<file path="src/rtl/apb_pkg.sv">
// Shared defaults and FSM state encoding for the APB slave controller.
package apb_pkg;
    localparam int APB_ADDR_WIDTH  = 32;
    localparam int APB_DATA_WIDTH  = 32;
    localparam int APB_MEM_DEPTH   = 256;
    localparam int APB_WAIT_STATES = 0;
    localparam int CNT_W           = 3;

    typedef enum logic [2:0] {
        IDLE,
        ACCESS,
        MEMWAIT,
        WAITST,
        RESP,
        ERR
    } apb_state_t;
endpackage

</file>
<file path="src/rtl/apb_wait_cnt.sv">
// Wait-state counter: counts while start is held, done on the last wait cycle.
module apb_wait_cnt
    import apb_pkg::*;
(
    input  logic             clk,
    input  logic             rst_n,
    input  logic             start,
    input  logic [CNT_W-1:0] limit,
    output logic             done
);
    logic [CNT_W-1:0] cnt;

    // Cleared whenever the FSM is outside WAITST, so each transfer starts at 0.
    always_ff @(posedge clk) begin
        if (!rst_n || !start) cnt <= '0;
        else                  cnt <= cnt + CNT_W'(1);
    end

    assign done = start && (cnt == limit - CNT_W'(1));
endmodule

</file>
<file path="src/rtl/apb_slave_ctrl.sv">
// APB slave bridging single transfers onto a simple synchronous memory port.
module apb_slave_ctrl
    import apb_pkg::*;
#(
    parameter int ADDR_WIDTH  = APB_ADDR_WIDTH,
    parameter int DATA_WIDTH  = APB_DATA_WIDTH,
    parameter int STRB_SIZE   = DATA_WIDTH / 8,
    parameter int MEM_DEPTH   = APB_MEM_DEPTH,
    parameter int WAIT_STATES = APB_WAIT_STATES
) (
    input  logic                  clk,
    input  logic                  rst_n,
    input  logic                  psel,
    input  logic                  penable,
    input  logic                  pwrite,
    input  logic [ADDR_WIDTH-1:0] paddr,
    input  logic [DATA_WIDTH-1:0] pwdata,
    input  logic [STRB_SIZE-1:0]  pstrb,
    output logic [DATA_WIDTH-1:0] prdata,
    output logic                  pready,
    output logic                  pslverr,
    output logic                  mem_wr,
    output logic                  mem_rd,
    output logic [STRB_SIZE-1:0]  mem_be,
    output logic [ADDR_WIDTH-1:0] mem_address,
    output logic [DATA_WIDTH-1:0] mem_data_in,
    input  logic [DATA_WIDTH-1:0] mem_data_out
);
    localparam logic NO_WAIT = (WAIT_STATES == 0);

    apb_state_t            state;
    logic [ADDR_WIDTH-1:0] paddr_q;
    logic [DATA_WIDTH-1:0] pwdata_q;
    logic [STRB_SIZE-1:0]  pstrb_q;
    logic                  pwrite_q;
    logic                  wait_done;
    logic                  setup_err;
    logic                  in_access;

    assign setup_err = (paddr >= ADDR_WIDTH'(MEM_DEPTH)) || (pwrite && (pstrb == '0));
    assign in_access = (state == ACCESS);

    // Memory strobes are decoded from the registered state, so they last exactly one cycle.
    assign mem_wr      = in_access &&  pwrite_q;
    assign mem_rd      = in_access && !pwrite_q;
    assign mem_be      = !in_access ? '0 : (pwrite_q ? pstrb_q : '1);
    assign mem_address = in_access ? paddr_q  : '0;
    assign mem_data_in = in_access ? pwdata_q : '0;

    apb_wait_cnt u_wait_cnt (
        .clk   (clk),
        .rst_n (rst_n),
        .start (state == WAITST),
        .limit (CNT_W'(WAIT_STATES)),
        .done  (wait_done)
    );

    always_ff @(posedge clk) begin
        if (!rst_n) begin
            state    <= IDLE;
            paddr_q  <= '0;
            pwdata_q <= '0;
            pstrb_q  <= '0;
            pwrite_q <= 1'b0;
            prdata   <= '0;
            pready   <= 1'b0;
            pslverr  <= 1'b0;
        end else begin
            pready  <= 1'b0;
            pslverr <= 1'b0;
            case (state)
                IDLE: begin
                    if (psel && !penable) begin
                        paddr_q  <= paddr;
                        pwdata_q <= pwdata;
                        pstrb_q  <= pstrb;
                        pwrite_q <= pwrite;
                        if (setup_err) begin
                            state   <= ERR;
                            pready  <= 1'b1;
                            pslverr <= 1'b1;
                            if (!pwrite) prdata <= '0;
                        end else begin
                            state <= ACCESS;
                        end
                    end
                end
                ACCESS: begin
                    if (!psel)          state <= IDLE;
                    else if (!pwrite_q) state <= MEMWAIT;
                    else if (NO_WAIT) begin
                        state  <= RESP;
                        pready <= 1'b1;
                    end else            state <= WAITST;
                end
                MEMWAIT: begin
                    if (!psel) state <= IDLE;
                    else begin
                        prdata <= mem_data_out;
                        if (NO_WAIT) begin
                            state  <= RESP;
                            pready <= 1'b1;
                        end else state <= WAITST;
                    end
                end
                WAITST: begin
                    if (!psel) state <= IDLE;
                    else if (wait_done) begin
                        state  <= RESP;
                        pready <= 1'b1;
                    end
                end
                RESP:    state <= IDLE;
                ERR:     state <= IDLE;
                default: state <= IDLE;
            endcase
        end
    end
endmodule

</file>
<file path="config.mk">
export PLATFORM = sky130hd
export DESIGN_NAME = apb_slave_ctrl
export DESIGN_NICKNAME = d
export VERILOG_FILES = /design/src/rtl/apb_pkg.sv /design/src/rtl/apb_wait_cnt.sv /design/src/rtl/apb_slave_ctrl.sv
export SDC_FILE = /design/constraint.sdc
export NUM_CORES = 1
export LEC_CHECK = 0
export ABC_AREA = 0
export ABC_CLOCK_PERIOD_IN_PS = 1400
export CAP_MARGIN = 20
export CORE_ASPECT_RATIO = 0.5
export CORE_MARGIN = 2
export CORE_UTILIZATION = 37
export DETAILED_ROUTE_END_ITERATION = 12
export PLACE_DENSITY = 0.84
export SYNTH_ARGS = -nofsm -noshare
export SYNTH_HDL_FRONTEND = slang
export SYNTH_SLANG_ARGS = --single-unit
</file>
<file path="constraint.sdc">
create_clock -name clk -period 1.4 [get_ports clk]
set_clock_uncertainty 0.05 [all_clocks]
set_input_delay 0.14 -clock clk [delete_from_list [all_inputs] [get_ports clk]]
set_output_delay 0.14 -clock clk [all_outputs]
set_load 0.005 [all_outputs]
</file>
Word-level counts from Yosys, hierarchy flattened
Cells that the tools add are included.
{ "classes": {"add_sub_neg": 1, "order_cmp": 1, "n_eq_ne": 9, "muxes": 25, "reduce_logical": 18} }
{ "ops": {"columns": ["op", "n"], "rows": [
  ["$mux W32", 6],
  ["$pmux W32 S2", 1],
  ["$ge A32 B9 Y1 const B", 1],
  ["$mux W3", 7],
  ["$pmux W3 S4", 1],
  ["$mux W4", 2],
  ["$ne A2 B2 Y1 const B", 4],
  ["$mux W1", 7],
  ["$eq A3 B2 Y1 const B", 2],
  ["$reduce_and A2 Y1", 3],
  ["$logic_and A1 B1 Y1", 5],
  ["$reduce_and A5 Y1", 1],
  ["$logic_not A1 Y1", 4],
  ["$logic_not A4 Y1", 1],
  ["$pmux W1 S4", 1],
  ["$add A3 B1 Y3 const B", 1],
  ["$eq A3 B1 Y1 const B", 1],
  ["$eq A3 B3 Y1 const B", 1],
  ["$logic_not A3 Y1", 1],
  ["$ne A3 B3 Y1 const B", 1],
  ["$logic_or A1 B1 Y1", 2],
  ["$reduce_bool A2 Y1", 1]
]} }
{ "totals": {"reg_bits": 109, "in_bits": 105, "wordCells": 63} }

Depth between registers and ports, before layout
{ "logic_depth": {"ltp_word": 6, "ltp_mapped": 7, "ltp_nobuf": 5} }

Cells and area by module
A second synthesis with hierarchy kept.
{ "unflattened": {"hier_cells": 512, "hier_area_um2": 4515.6} }
{ "by_module_without_submodules": {"columns": ["mod", "instances", "cells_each", "area_per_inst_um2", "seq_area_each_um2"], "rows": [
  ["apb_slave_ctrl", 1, 496, 4347.9, 2122.0],
  ["apb_wait_cnt", 1, 16, 167.7, 60.1]
]} }

Worst setup path before layout
Ideal clock, no wire load.
{ "synth_timing": {"path_kind": "register to output", "start": "register state[0]", "end": "output port mem_address[12]", "t_arrival_ns": 1.313, "required_ns": 1.210, "slack_ns": -0.103, "stages_incl_launch_ff": 6, "path_cell_list": "dfxtp_1 > nor2b_1 > nor2b_1 > clkbuf_1 > clkbuf_1 > and2_1"} }
{ "synth_via": {"elab_chain_len": 2} }
{ "synth_rtl": {"columns": ["item", "line", "text"], "rows": [
  ["start: declaration", "apb_slave_ctrl.sv:31", "apb_state_t state;"],
  ["start signal: assignment", "apb_slave_ctrl.sv:60", "state <= IDLE;"],
  ["start signal: assignment", "apb_slave_ctrl.sv:79", "state <= ERR;"],
  ["start signal: assignment", "apb_slave_ctrl.sv:84", "state <= ACCESS;"],
  ["$eq A3 B1 Y1", "apb_slave_ctrl.sv:41", "assign in_access = (state == ACCESS);"],
  ["$mux W32", "apb_slave_ctrl.sv:47", "assign mem_address = in_access ? paddr_q : '0;"],
  ["end: declaration", "apb_slave_ctrl.sv:25", "output logic [ADDR_WIDTH-1:0] mem_address,"]
]} }
No other way between the ends.

Final worst setup path
{ "layout_timing": {"start": "register state[2]", "end": "output port mem_address[0]"} }
The elaborated chain is that of the path after synthesis.

==> results.json <==
{
  "diodes": 0,
  "portBuffers": 208,
  "floorplan.initialDensity_pct": 38.1,
  "synth.most_common_cell": "nand2_1",
  "hold_violations": 0,
  "grt_use_total_pct": 27.6,
  "dp.cells": 860,
  "period_share_pct": 144,
  "grt_overflow_total": 0,
  "postRouteAntennaNets": 0,
  "cts_made_buffers": 9,
  "antenna_found_initial": 0,
  "slew_headroom_pct": 63.0,
  "p_leak_uw": 0.00451,
  "cp.buffers_inverters": 5,
  "finalWorstSetupSlack_ps": -622,
  "num-nets-final": 880,
  "cp-start-kind": "register",
  "fp.coreArea_um2": 11800,
  "drt_wl_total_um": 22800,
  "fin_area_um2": 9250,
  "tritoncts": "yes",
  "cp_slowest_cell": "dfxtp_4",
  "power_density_nw_per_um2": 813,
  "critPathRequiredTime_ps": 1210,
  "synth_flop_cell": "dfxtp_1",
  "die_w_um": 160,
  "hold_depth": 3,
  "synthArstFlopShare_pct": 0,
  "rsz0062_at_grt": "yes",
  "rr_endpoint": "pwdata_q[1]",
  "first_pass_iters": 5,
  "period_minus_slack_ps": 2020,
  "slew_violations": 0,
  "synth_area_per_cell_um2": 9.01,
  "yosysSeqAreaShare_pct": 48.4,
  "worstPathCellList": "nor2b_4, nor2b_4, buf_12, buf_12, buf_16, buf_6, and2_4, buf_6",
  "cp-endpoint": "mem_address[0]",
  "crit_start": "state[2]",
  "die_h_um": 82.1,
  "hold_slack_ps": 41.9,
  "dpl-instance-area_um2": 6900,
  "slowest_delay_ps": 360,
  "timing.rr.start": "state[2]",
  "synth_top_cell_by_area": "dfxtp_1",
  "cp-end-kind": "primary output",
  "tightest_slew_ps": 555,
  "drc": 0,
  "reg2reg_setup_slack_ps": -500,
  "layout-drive-gt1-share_pct": 51.5,
  "grt_max_degree": 55,
  "cts_root_buf": "clkbuf_16",
  "cp.depth": 8,
  "area.growth.synth_to_final_pct": 105,
  "path_max_fanout": 4,
  "clkLatencyLatePin_ps": 350,
  "peakVddDrop_v": 0.000828,
  "synth_top_area_share_pct": 48.4,
  "first_global_vias": 5088,
  "setup_viol_count_final": 177,
  "clk_pin_slew_ps": 70,
  "io_pins": 209,
  "synth.ff_latch_count": 109,
  "synth_area_leaders": "dfxtp_1 48%, nand2_1 12%, a21boi_1 12%",
  "synth_warnings": 0,
  "place.gp.congestion": 0.792,
  "syn-instance-count": 501,
  "htree_levels": 3,
  "ys_top_cells_by_count": "142 x nand2_1, 109 x dfxtp_1, 70 x a21boi_1",
  "violations": "setup timing",
  "num_rows": 28,
  "fmax_mhz": 495,
  "cts_sinks": 109,
  "syn-cell-area_um2": 4510,
  "status": "complete, but fails checks",
  "drt_iter0_markers": 455,
  "synth_fp_nets": 608,
  "vias": 5328,
  "drv_cap": 0,
  "finalPower_uw": 7520,
  "wl_per_cell_um": 24.1,
  "hold_class": "in -> reg",
  "r2r_cells": 10,
  "cp.arrival_ps": 1830,
  "critical_path.top_delay_family": "buffers and inverters",
  "die_area_um2": 13200,
  "cts_buffer_depth": 2,
  "routed_via_density": 5.65,
  "grt_first_pass_wirelength_um": 27600,
  "netlist-cell-type-count": 27,
  "post-route-util_pct": 78.1,
  "crit_type": "reg -> out",
  "synth-edff-count": 0,
  "fin_cells": 943,
  "dpl.hpwl_um": 9400
}
==> routing by layer <==
metal / wire length, um / vias up / GRT usage (%) / share of wire (%)
met1: 8800 / 2557 / 31.8 / 39
met2: 10900 / 374 / 50.6 / 48
met4: 1510 / 0 / 15.0 / 6.6
met3: 1540 / 141 / 4.60 / 6.8
met5: 0 / - / 0 / 0
li1: - / 2256 / - / -
==> timing repair <==
item,4_1_cts,5_1_grt
buffers inserted,38,21
endpoints found under the setup margin,184,200
pin swaps,40,145
cloned,27,4
hold buffers,0,0
gates resized for setup,402,294
==> layout by cell type, fill, tap and decap left out, types with 2 or more instances in the layout <==
cell / n
buf_8: 7
and2_1: 3
ha_1: 2
dlymetal6s2s_1: 25
nor4_2: 4
nand2_1: 78
buf_16: 13
nand2_4: 41
buf_12: 23
dlygate4sd2_1: 16
a32o_2: 32
clkbuf_16: 13
nand2_8: 2
clkinv_4: 2
inv_1: 4
dfxtp_2: 4
clkdlybuf4s50_1: 96
buf_6: 90
nor4_1: 4
buf_2: 6
buf_4: 21
dfxtp_1: 104
nor2b_4: 2
nor2_4: 2
a21boi_2: 37
and3_1: 2
or2_1: 2
a21boi_1: 33
and2_4: 66
a21oi_2: 4
nand2_2: 22
==> worst min-delay path by stage <==
stage | startpoint | to
global route | paddr[23] | paddr_q[23]
finish | paddr[23] | paddr_q[23]
CTS | rst_n | state[1]
floorplan | mem_data_out[0] | prdata[0]
global placement | u_wait_cnt.cnt[0] | u_wait_cnt.cnt[0]
detailed placement | u_wait_cnt.cnt[0] | u_wait_cnt.cnt[0]
==> final cells by class <==
class / count / area [um^2]
clock buffers: 11 / 243
clock inverters: 5 / 60.1
fillers: 641 / 2590
inverters: 4 / 15.0
multi-input cells: 348 / 2890
flip-flops and latches: 109 / 2190
well taps: 165 / 206
repair buffers: 301 / 3640
==> stage by stage <==
step           TNS [ps]  setup slack [ps]
2_1_floorplan     -2280             -59.4
3_3_place_gp     -66770              -726
3_5_place_dp     -73280              -741
4_1_cts          -57080              -587
5_1_grt          -82870              -670
6_report         -75830              -622
==> kinds of logic after synthesis <==
| family | after synthesis | share of synthesized area, % |
|---|---|---|
| AND/OR/NAND/NOR | 233 | 25.1 |
| AO/OA/AOI/OAI | 111 | 21.4 |
| flip-flops | 109 | 48.4 |
| buffers and inverters | 46 | 4.66 |
| adder cells (fa/ha/maj) | 2 | 0.554 |
==> sequential cells by signal, indices dropped and copies added (netlist names) <==
name and flops:
pwdata_q 32, prdata 32, paddr_q 32, u_wait_cnt.cnt 3
pslverr 1, pstrb_q 4, state 3, pready 1
pwrite_q 1
==> power breakdown <==
group	switching [uW]	total [uW]	internal, uW
clock network	1230	2670	1440
logic	680	1560	884
registers	81.8	3290	3200
total	1990	7520	5530
==> worst register-to-register path, stage by stage (launching register included) <==
cell and delay (ps):
dfxtp_4 360, buf_6 110, buf_6 110, nor3b_4 210, buf_6 140, and2_4 240, buf_4 140, buf_6 90
buf_6 120, nand2_1 70, a21boi_1 180
Note: power is estimated with default switching activity, not from simulation.
